[config.mk]
export PLATFORM = sky130hd
export DESIGN_NAME = butterfly_scheduler
export DESIGN_NICKNAME = d
export VERILOG_FILES = /design/src/rtl/butterfly_pkg.sv /design/src/rtl/butterfly_scheduler.sv
export SDC_FILE = /design/constraint.sdc
export NUM_CORES = 1
export LEC_CHECK = 0
export ABC_AREA = 0
export CAP_MARGIN = 25
export CORE_UTILIZATION = 24
export DETAILED_ROUTE_END_ITERATION = 12
export HOLD_SLACK_MARGIN = 0.06
export SETUP_SLACK_MARGIN = 0.3
export SLEW_MARGIN = 0
export SYNTH_ARGS = -nofsm -noshare
export SYNTH_HDL_FRONTEND = slang
export SYNTH_SLANG_ARGS = --single-unit
[constraint.sdc]
create_clock -name i_clk -period 2.7 [get_ports i_clk]
set_input_delay 0.675 -clock i_clk [delete_from_list [all_inputs] [get_ports i_clk]]
set_output_delay 0.675 -clock i_clk [all_outputs]
set_load 0.01 [all_outputs]
[src/rtl/butterfly_pkg.sv]
// rtl/butterfly_pkg.sv - shared types and defaults for the radix-2 butterfly scheduler
package butterfly_pkg;

  localparam int BF_DATA_W = 8;
  localparam int BF_ALU_W  = 16;
  localparam int BF_FRAC   = 7;

  typedef enum logic [1:0] {
    OP_MUL = 2'd0,
    OP_ADD = 2'd1,
    OP_SUB = 2'd2
  } alu_op_e;

  typedef enum logic [3:0] {
    S_IDLE     = 4'd0,
    S_TW_FETCH = 4'd1,
    S_MUL_RR   = 4'd2,
    S_MUL_II   = 4'd3,
    S_SUB_R    = 4'd4,
    S_MUL_RI   = 4'd5,
    S_MUL_IR   = 4'd6,
    S_ADD_I    = 4'd7,
    S_Y_RE     = 4'd8,
    S_Z_RE     = 4'd9,
    S_Y_IM     = 4'd10,
    S_Z_IM     = 4'd11,
    S_DONE     = 4'd12
  } bf_state_e;

endpackage

[src/rtl/butterfly_scheduler.sv]
// rtl/butterfly_scheduler.sv - sequences one complex butterfly through a shared external ALU
module butterfly_scheduler
  import butterfly_pkg::*;
#(
  parameter int DATA_W = BF_DATA_W,
  parameter int ALU_W  = BF_ALU_W,
  parameter int FRAC   = BF_FRAC
) (
  input  logic              i_clk,
  input  logic              i_reset,
  input  logic              i_in_valid,
  output logic              o_in_ready,
  input  logic [DATA_W-1:0] i_rea,
  input  logic [DATA_W-1:0] i_ima,
  input  logic [DATA_W-1:0] i_reb,
  input  logic [DATA_W-1:0] i_imb,
  input  logic [2:0]        i_tw_index,
  output logic              o_out_valid,
  input  logic              i_out_ready,
  output logic [ALU_W-1:0]  o_rey,
  output logic [ALU_W-1:0]  o_imy,
  output logic [ALU_W-1:0]  o_rez,
  output logic [ALU_W-1:0]  o_imz,
  output logic [2:0]        o_twiddle_select,
  input  logic [DATA_W-1:0] i_mux_rtw,
  input  logic [DATA_W-1:0] i_mux_itw,
  output logic [1:0]        o_opperation,
  output logic [ALU_W-1:0]  o_alu_input_1,
  output logic [ALU_W-1:0]  o_alu_input_2,
  input  logic [ALU_W-1:0]  i_alu_output
);

  localparam int EXT_W = ALU_W - DATA_W;

  bf_state_e         r_state;
  bf_state_e         w_next_state;
  alu_op_e           w_op;
  logic [ALU_W-1:0]  w_a;
  logic [ALU_W-1:0]  w_b;

  logic [DATA_W-1:0] r_rea, r_ima, r_reb, r_imb;
  logic [DATA_W-1:0] r_rtw, r_itw;
  logic [ALU_W-1:0]  r_p0, r_p1, r_wr, r_wi;
  logic [ALU_W-1:0]  r_rey, r_imy, r_rez, r_imz;
  logic [2:0]        r_tw_sel;

  logic [ALU_W-1:0]  w_reb_x, w_imb_x, w_rtw_x, w_itw_x;
  logic [ALU_W-1:0]  w_rea_sc, w_ima_sc;

  assign w_reb_x  = {{EXT_W{r_reb[DATA_W-1]}}, r_reb};
  assign w_imb_x  = {{EXT_W{r_imb[DATA_W-1]}}, r_imb};
  assign w_rtw_x  = {{EXT_W{r_rtw[DATA_W-1]}}, r_rtw};
  assign w_itw_x  = {{EXT_W{r_itw[DATA_W-1]}}, r_itw};
  // A is brought to the same Q scale as the twiddle products before add/sub
  assign w_rea_sc = {{EXT_W{r_rea[DATA_W-1]}}, r_rea} << FRAC;
  assign w_ima_sc = {{EXT_W{r_ima[DATA_W-1]}}, r_ima} << FRAC;

  always_comb begin
    w_next_state = r_state;
    w_op         = OP_MUL;
    w_a          = '0;
    w_b          = '0;
    case (r_state)
      S_IDLE:     if (i_in_valid) w_next_state = S_TW_FETCH;
      S_TW_FETCH: w_next_state = S_MUL_RR;
      S_MUL_RR: begin w_op = OP_MUL; w_a = w_rtw_x;  w_b = w_reb_x; w_next_state = S_MUL_II; end
      S_MUL_II: begin w_op = OP_MUL; w_a = w_itw_x;  w_b = w_imb_x; w_next_state = S_SUB_R;  end
      S_SUB_R:  begin w_op = OP_SUB; w_a = r_p0;     w_b = r_p1;    w_next_state = S_MUL_RI; end
      S_MUL_RI: begin w_op = OP_MUL; w_a = w_rtw_x;  w_b = w_imb_x; w_next_state = S_MUL_IR; end
      S_MUL_IR: begin w_op = OP_MUL; w_a = w_itw_x;  w_b = w_reb_x; w_next_state = S_ADD_I;  end
      S_ADD_I:  begin w_op = OP_ADD; w_a = r_p0;     w_b = r_p1;    w_next_state = S_Y_RE;   end
      S_Y_RE:   begin w_op = OP_ADD; w_a = w_rea_sc; w_b = r_wr;    w_next_state = S_Z_RE;   end
      S_Z_RE:   begin w_op = OP_SUB; w_a = w_rea_sc; w_b = r_wr;    w_next_state = S_Y_IM;   end
      S_Y_IM:   begin w_op = OP_ADD; w_a = w_ima_sc; w_b = r_wi;    w_next_state = S_Z_IM;   end
      S_Z_IM:   begin w_op = OP_SUB; w_a = w_ima_sc; w_b = r_wi;    w_next_state = S_DONE;   end
      S_DONE:     if (i_out_ready) w_next_state = S_IDLE;
      default:    w_next_state = S_IDLE;
    endcase
  end

  always_ff @(posedge i_clk) begin
    if (i_reset) begin
      r_state  <= S_IDLE;
      r_rea    <= '0;
      r_ima    <= '0;
      r_reb    <= '0;
      r_imb    <= '0;
      r_rtw    <= '0;
      r_itw    <= '0;
      r_p0     <= '0;
      r_p1     <= '0;
      r_wr     <= '0;
      r_wi     <= '0;
      r_rey    <= '0;
      r_imy    <= '0;
      r_rez    <= '0;
      r_imz    <= '0;
      r_tw_sel <= '0;
    end else begin
      r_state <= w_next_state;
      case (r_state)
        S_IDLE: if (i_in_valid) begin
          r_rea    <= i_rea;
          r_ima    <= i_ima;
          r_reb    <= i_reb;
          r_imb    <= i_imb;
          r_tw_sel <= i_tw_index;
        end
        S_TW_FETCH: begin
          r_rtw <= i_mux_rtw;
          r_itw <= i_mux_itw;
        end
        S_MUL_RR: r_p0  <= i_alu_output;
        S_MUL_II: r_p1  <= i_alu_output;
        S_SUB_R:  r_wr  <= i_alu_output;
        S_MUL_RI: r_p0  <= i_alu_output;
        S_MUL_IR: r_p1  <= i_alu_output;
        S_ADD_I:  r_wi  <= i_alu_output;
        S_Y_RE:   r_rey <= i_alu_output;
        S_Z_RE:   r_rez <= i_alu_output;
        S_Y_IM:   r_imy <= i_alu_output;
        S_Z_IM:   r_imz <= i_alu_output;
        default: ;
      endcase
    end
  end

  assign o_in_ready       = (r_state == S_IDLE);
  assign o_out_valid      = (r_state == S_DONE);
  assign o_rey            = r_rey;
  assign o_imy            = r_imy;
  assign o_rez            = r_rez;
  assign o_imz            = r_imz;
  assign o_twiddle_select = r_tw_sel;
  assign o_opperation     = w_op;
  assign o_alu_input_1    = w_a;
  assign o_alu_input_2    = w_b;

endmodule

# After elaboration in Yosys (flattened, before gate mapping)
# Cells that the tools add are included.
# Widths: inputs -> output; s select.
dict set report op_classes {
  eq_ne 14
  muxes 6
  reduce_logical 12
}
# op n
set op_table {}
lappend op_table {{$pmux 16 s5} 2}
lappend op_table {{$pmux 4 s13} 1}
lappend op_table {{$eq 4x4->1 const B} 5}
lappend op_table {{$eq 4x3->1 const B} 4}
lappend op_table {{$reduce_or 2->1} 7}
lappend op_table {{$eq 4x2->1 const B} 2}
lappend op_table {{$mux 4} 2}
lappend op_table {{$reduce_or 3->1} 2}
lappend op_table {{$eq 4x1->1 const B} 1}
lappend op_table {{$logic_not 4->1} 1}
lappend op_table {{$pmux 2 s2} 1}
lappend op_table {{$reduce_and 2->1} 2}
lappend op_table {{$ne 2x1->1 const B} 1}
lappend op_table {{$ne 2x2->1 const B} 1}
dict set report totals {
  ff_bits 183
  input_bits 71
  elab_cells 48
}

# Logic depth before layout (Yosys ltp)
dict set report logic_depth {
  word_depth 3
  mapped_depth 7
  mapped_depth_nobuf 4
}

# Worst setup path after synthesis
# Ideal clock, no wire load.
dict set report synth_path {
  path_type {reg2out}
  startpoint {register r_state[1]}
  endpoint {output port o_alu_input_2[6]}
  arrival_ns 1.551
  required_ns 2.025
  setup_slack_ns 0.474
  stages_incl_launch_ff 7
  path_cell_list {dfxtp_1 buf_4 buf_2 buf_2 mux2_2 a222oi_1 o21ai_0}
}
dict set report synth_via {
  elab_chain_len 3
  word_cells_on_any_way 16
  classes_between {10 x eq/ne; 1 x mux; 5 x reduce/logical}
}
# item line
set synth_lines {}
lappend synth_lines {{start, declared} butterfly_scheduler.sv:35} ;# bf_state_e r_state;
lappend synth_lines {{start signal, assigned} butterfly_scheduler.sv:100} ;# r_state <= w_next_state;
lappend synth_lines {{$eq 4x4->1 (tied with other cells)} butterfly_scheduler.sv:63} ;# case (r_state)
lappend synth_lines {{$reduce_or 2->1 (no source line)} n/a}
lappend synth_lines {{$pmux 16 s5 (*)} butterfly_scheduler.sv:63}
lappend synth_lines {{end, declared} butterfly_scheduler.sv:29} ;# output logic [ALU_W-1:0] o_alu_input_2,
# Every way passes the cells marked *; elsewhere a longest branch is shown, timed or not.

# Final worst setup path
dict set report layout_path {
  startpoint {register r_state[2]}
  endpoint {output port o_alu_input_1[10]}
}
dict set report layout_via {
  elab_chain_len 3
  word_cells_on_any_way 16
  classes_between {10 x eq/ne; 1 x mux; 5 x reduce/logical}
}
# item line
set layout_lines {}
lappend layout_lines {{$eq 4x4->1 (tied with other cells)} butterfly_scheduler.sv:63}
lappend layout_lines {{$reduce_or 2->1 (no source line)} n/a}
lappend layout_lines {{$pmux 16 s5 (*)} butterfly_scheduler.sv:63}
lappend layout_lines {{end, declared} butterfly_scheduler.sv:28} ;# output logic [ALU_W-1:0] o_alu_input_1,
# Marked as above.

==> results.txt <==
The run finished with clean final reports. TritonCTS built the clock tree. Sequential cells burn 38.4% of the power. Once detailed placement completed, the half-perimeter wirelength came to 17800 um.

The tools report the final antenna diode count as 0. The first global-routing pass estimated 40200 um of wire. Fraction of layout cells with a size suffix above 1: 19.0%. The tools report the number of warnings reported in the yosys synthesis log as 0.

Max-cap violations in this run came to 0. Entering global routing, the biggest net connects 66 pins. The logs give 13600 um for the met2 wire length and 48.6% for the normalized max-slew margin. The cell sitting at the root of the clock tree is a clkbuf_16.

The number of clock buffers added by TritonCTS is 17. The pin slew with the least headroom to its limit is 0.768 ns. The highest layer touched by signal routing is met5. Startpoint type of the worst setup path: a flip-flop. The relative area change from synthesis to final layout was 44.8%. The detailed router put a total of 11700 um of wire on met1. For the buffer depth of the longest clock path, the log shows 2. During placement, the flow inserted port buffers numbering 173. The type of destination of the critical path is an output port.

The clock sink count is 183, and the final critical delay including setup and external delays is 2.68 ns. The post-place instance area was 9620 um^2. For this run, the post-layout net count is 1214.

For this design the total switching power over the nets is 2.68 mW. Traced cell by cell, the critical path runs through buf_6 > and3b_2 > o21ai_2 > a21oi_2 > buf_6 > a221o_1 > buf_2. The maximum vdd ir drop was 0.360 mV. The mapped netlist covers 7440 um^2. The detailed router finished its first iteration with 514 violations. The average size of a mapped cell works out to 7.78 um^2. Data on the critical path is required at its endpoint by 2.03 ns.

The number of antenna violations at the first check in global routing was 1; the count of pins over their slew limit was 0. After synthesis, the netlist uses 41 different library cells. In this run switching power makes up 32.3% of total power. Setup violations remaining at the end of the flow were counted as 0. Worst hold path class: flip-flop to flip-flop.

The logs give 0.43 ns for the clock latency of the later-clocked register in the worst-skew pair and 0 for the residual DRC count. The clock network is responsible for 31.6% of the overall power. The floorplan step defined a core boundary enclosing 30500 um^2.

The initialized floorplan defines 64 standard-cell rows. Dividing the detail-routed wire length by the instance count gives 17.4 um. The fraction of power consumed by combinational cells was 30.0%. Summed over all nets, wire length on met3 after detailed routing comes to 1240 um. Data on the critical path arrives at its endpoint at 2.01 ns. The final worst-path setup slack is 0.0197 ns. The final layout contains routed wiring with a total length of 27000 um. In the global route stage, overall resource usage came out at 16.9%.

Synthesis inferred 183 register bits. The first TritonRoute pass finished after 4 iterations. X dimension of the die: 178 um. Setup repair after global routing could not meet its margin everywhere. When the netlist entered floorplanning its net count stood at 1027. The power density normalized to cell area came out at 771 nW/um^2. The tools report the top-level port count as 174. The number of hold-slack violations in the final timing report came out at 0. The worst setup path is of the flip-flop to output port kind. Clock skew on the completed layout was measured at 0.00770 ns. The run gives -0.164 ns as the pre-CTS worst setup slack. Static timing analysis puts the maximum clock frequency at 373 MHz. The standard cell with the maximum stage delay on the critical path was dfxtp_4. The area of all placed cells without fillers was 10800 um^2. The cell occurring most often along the worst timing path is buf_6.

The H-tree generated during clock tree synthesis spans 4 levels. The cell internal power dissipation was 5.63 mW; the mean number of vias per cell was 4.63. The total overflow left after global routing is 0.

The die covers 31700 um^2. After clock tree synthesis, the clock-pin slew on the worst setup and hold paths is 0.07 ns. The count of nets left with antenna violations once routing finished came out at 0.

The weighted congestion at the end of routability-driven global placement is 0.765. The total via count after detailed routing was 7189; the overall die height was 178 um. The sequential share of the synthesized area is 49.2%, and the ratio of final minimum period to clock period is 99.3%.

Via count of the first global-routing pass: 6781. The initial core utilization is 24.4%, and the highest fanout seen on the critical path is 7. The leakage power summed over all cells is 3.86 nW. Synthesis produced 956 cells. The largest stage delay on the critical path came out at 0.38 ns.
## what timing repair did
item | CTS | global route
setup buffers | 30 | 6
endpoints found under the hold margin | 0 | 0
endpoints found under the setup margin | 36 | 35
pin swaps | 16 | 15
hold buffers | 0 | 0
gates cloned | 2 | 0
gates resized for setup | 228 | 25
## Yosys cell counts, drive strengths merged
| cell | count | area [um^2] |
|---|---|---|
| nand2 | 381 | 1430 |
| dfxtp | 183 | 3660 |
| a21oi | 181 | 910 |
| buf | 56 | 298 |
| clkbuf | 27 | 101 |
| mux2 | 18 | 203 |
| a221o | 17 | 170 |
| nor2 | 14 | 65.1 |
| a22oi | 13 | 97.6 |
| o21ai | 8 | 40.0 |
| a221oi | 7 | 61.3 |
| mux2i | 6 | 60.1 |
| nand3 | 6 | 30.0 |
| nand2b | 5 | 31.3 |
| nor3 | 5 | 45.0 |
| nor2b | 4 | 25.0 |
| a211o | 2 | 17.5 |
| and2 | 2 | 12.5 |
| and3b | 2 | 17.5 |
| inv | 2 | 7.51 |
| nor3b | 2 | 20.0 |
| xor2 | 2 | 17.5 |
| a211oi | 1 | 7.51 |
| a21o | 1 | 7.51 |
| a222oi | 1 | 10.0 |
| a2bb2oi | 1 | 8.76 |
| a31oi | 1 | 6.26 |
| a32oi | 1 | 8.76 |
| and3 | 1 | 6.26 |
| nand3b | 1 | 7.51 |
| nor4 | 1 | 21.3 |
| o21ba | 1 | 10.0 |
| o21bai | 1 | 11.3 |
| o31ai | 1 | 7.51 |
| or3 | 1 | 6.26 |
## worst max-delay path: cells and delay by family (launching register included)
family	cells	cell delay [ns]
buf+inv	3	0.43
flops	1	0.38
compound gates	3	0.54
simple gates	1	0.23
## flip-flops by register name (all words and copies together) (netlist names)
signal,flops
o_rey,16
o_imz,16
r_itw,8
r_imb,8
r_reb,8
r_wi,16
o_imy,16
r_p0,16
r_rtw,8
r_wr,16
o_rez,16
r_p1,16
r_state,4
r_ima,8
r_rea,8
o_twiddle_select,3
## path summary, 6_finish.rpt
check	depth (start not counted)	start	endpoint	slack [ns]
setup / recovery	7	r_state[2]	o_alu_input_1[10]	0.02
hold / removal	2	r_wi[9]	r_wi[9]	0.45
setup reg to reg	8	r_state[2]	o_imz[15]	0.56
hold reg to reg	2	r_wi[9]	r_wi[9]	0.45
## cell type report
type / count / area [um^2]
fill: 3129 / 19700
sequential: 183 / 3680
multi-input combinational: 688 / 3600
timing repair buffer: 251 / 2380
tap: 396 / 495
clock buffer: 19 / 443
clock inverter: 13 / 166
inverter: 2 / 7.51
## layer usage
layer	up-vias	GRT usage [%]
met5	-	0
met4	2	4.84
met3	32	3.22
met2	166	28.7
met1	3440	21.6
li1	3549	-
## through the flow
step / setup TNS, ns / cells / total power, mW / hold slack, ns / util [%]
CTS: 0 / 1546 / 8.25 / 0.453 / 34.8
global placement: -0.546 / 1482 / 5.23 / 0.438 / 31.5
floorplan: 0 / 956 / 4.38 / 0.433 / -
finish: 0 / 1552 / 8.31 / 0.453 / 35.3
global route: -0.0738 / 1552 / 8.72 / 0.468 / 35.3
detailed placement: -1.12 / 1482 / 5.26 / 0.443 / 31.5
## logic make-up after synthesis
family	after synthesis	synth area share (%)
and+or+nand+nor	425	23.1
AOI/OAI and AO/OA	237	18.5
DFF	183	49.2
xor gates and xnor gates	2	0.235
buffers and inverters	85	5.46
muxes	24	3.53
## cells in the final DEF (no fill, tap or decap), types with 3 or more instances in the layout
cell	Yosys	routed
a21oi_1	180	180
nor3_2	4	3
mux2i_1	6	3
buf_6	0	32
nand3_1	6	6
nand2_2	0	5
buf_12	0	5
a22oi_1	13	6
nand2_1	381	375
a221oi_1	7	3
clkbuf_16	0	17
buf_4	7	47
bufinv_16	0	3
a221o_1	17	17
nor2_2	5	7
a22oi_2	0	7
nor2_1	9	6
buf_2	49	28
dfxtp_4	0	4
nand2b_1	5	3
inv_6	0	5
mux2_2	18	15
dfxtp_1	183	179
clkinvlp_4	0	3
a221oi_2	0	4
clkdlybuf4s50_1	0	136
o21ai_1	1	6
mux2_4	0	3
## power by group through the flow
| stage | registers, mW | logic, mW | clock network [mW] |
|---|---|---|---|
| floorplan | 3.17 | 1.21 | 0 |
| global placement | 3.22 | 2.01 | 0 |
| detailed placement | 3.23 | 2.04 | 0 |
| CTS | 3.18 | 2.40 | 2.67 |
| global route | 3.23 | 2.70 | 2.79 |
| finish | 3.19 | 2.49 | 2.63 |
(Power assumes the default switching activity.)
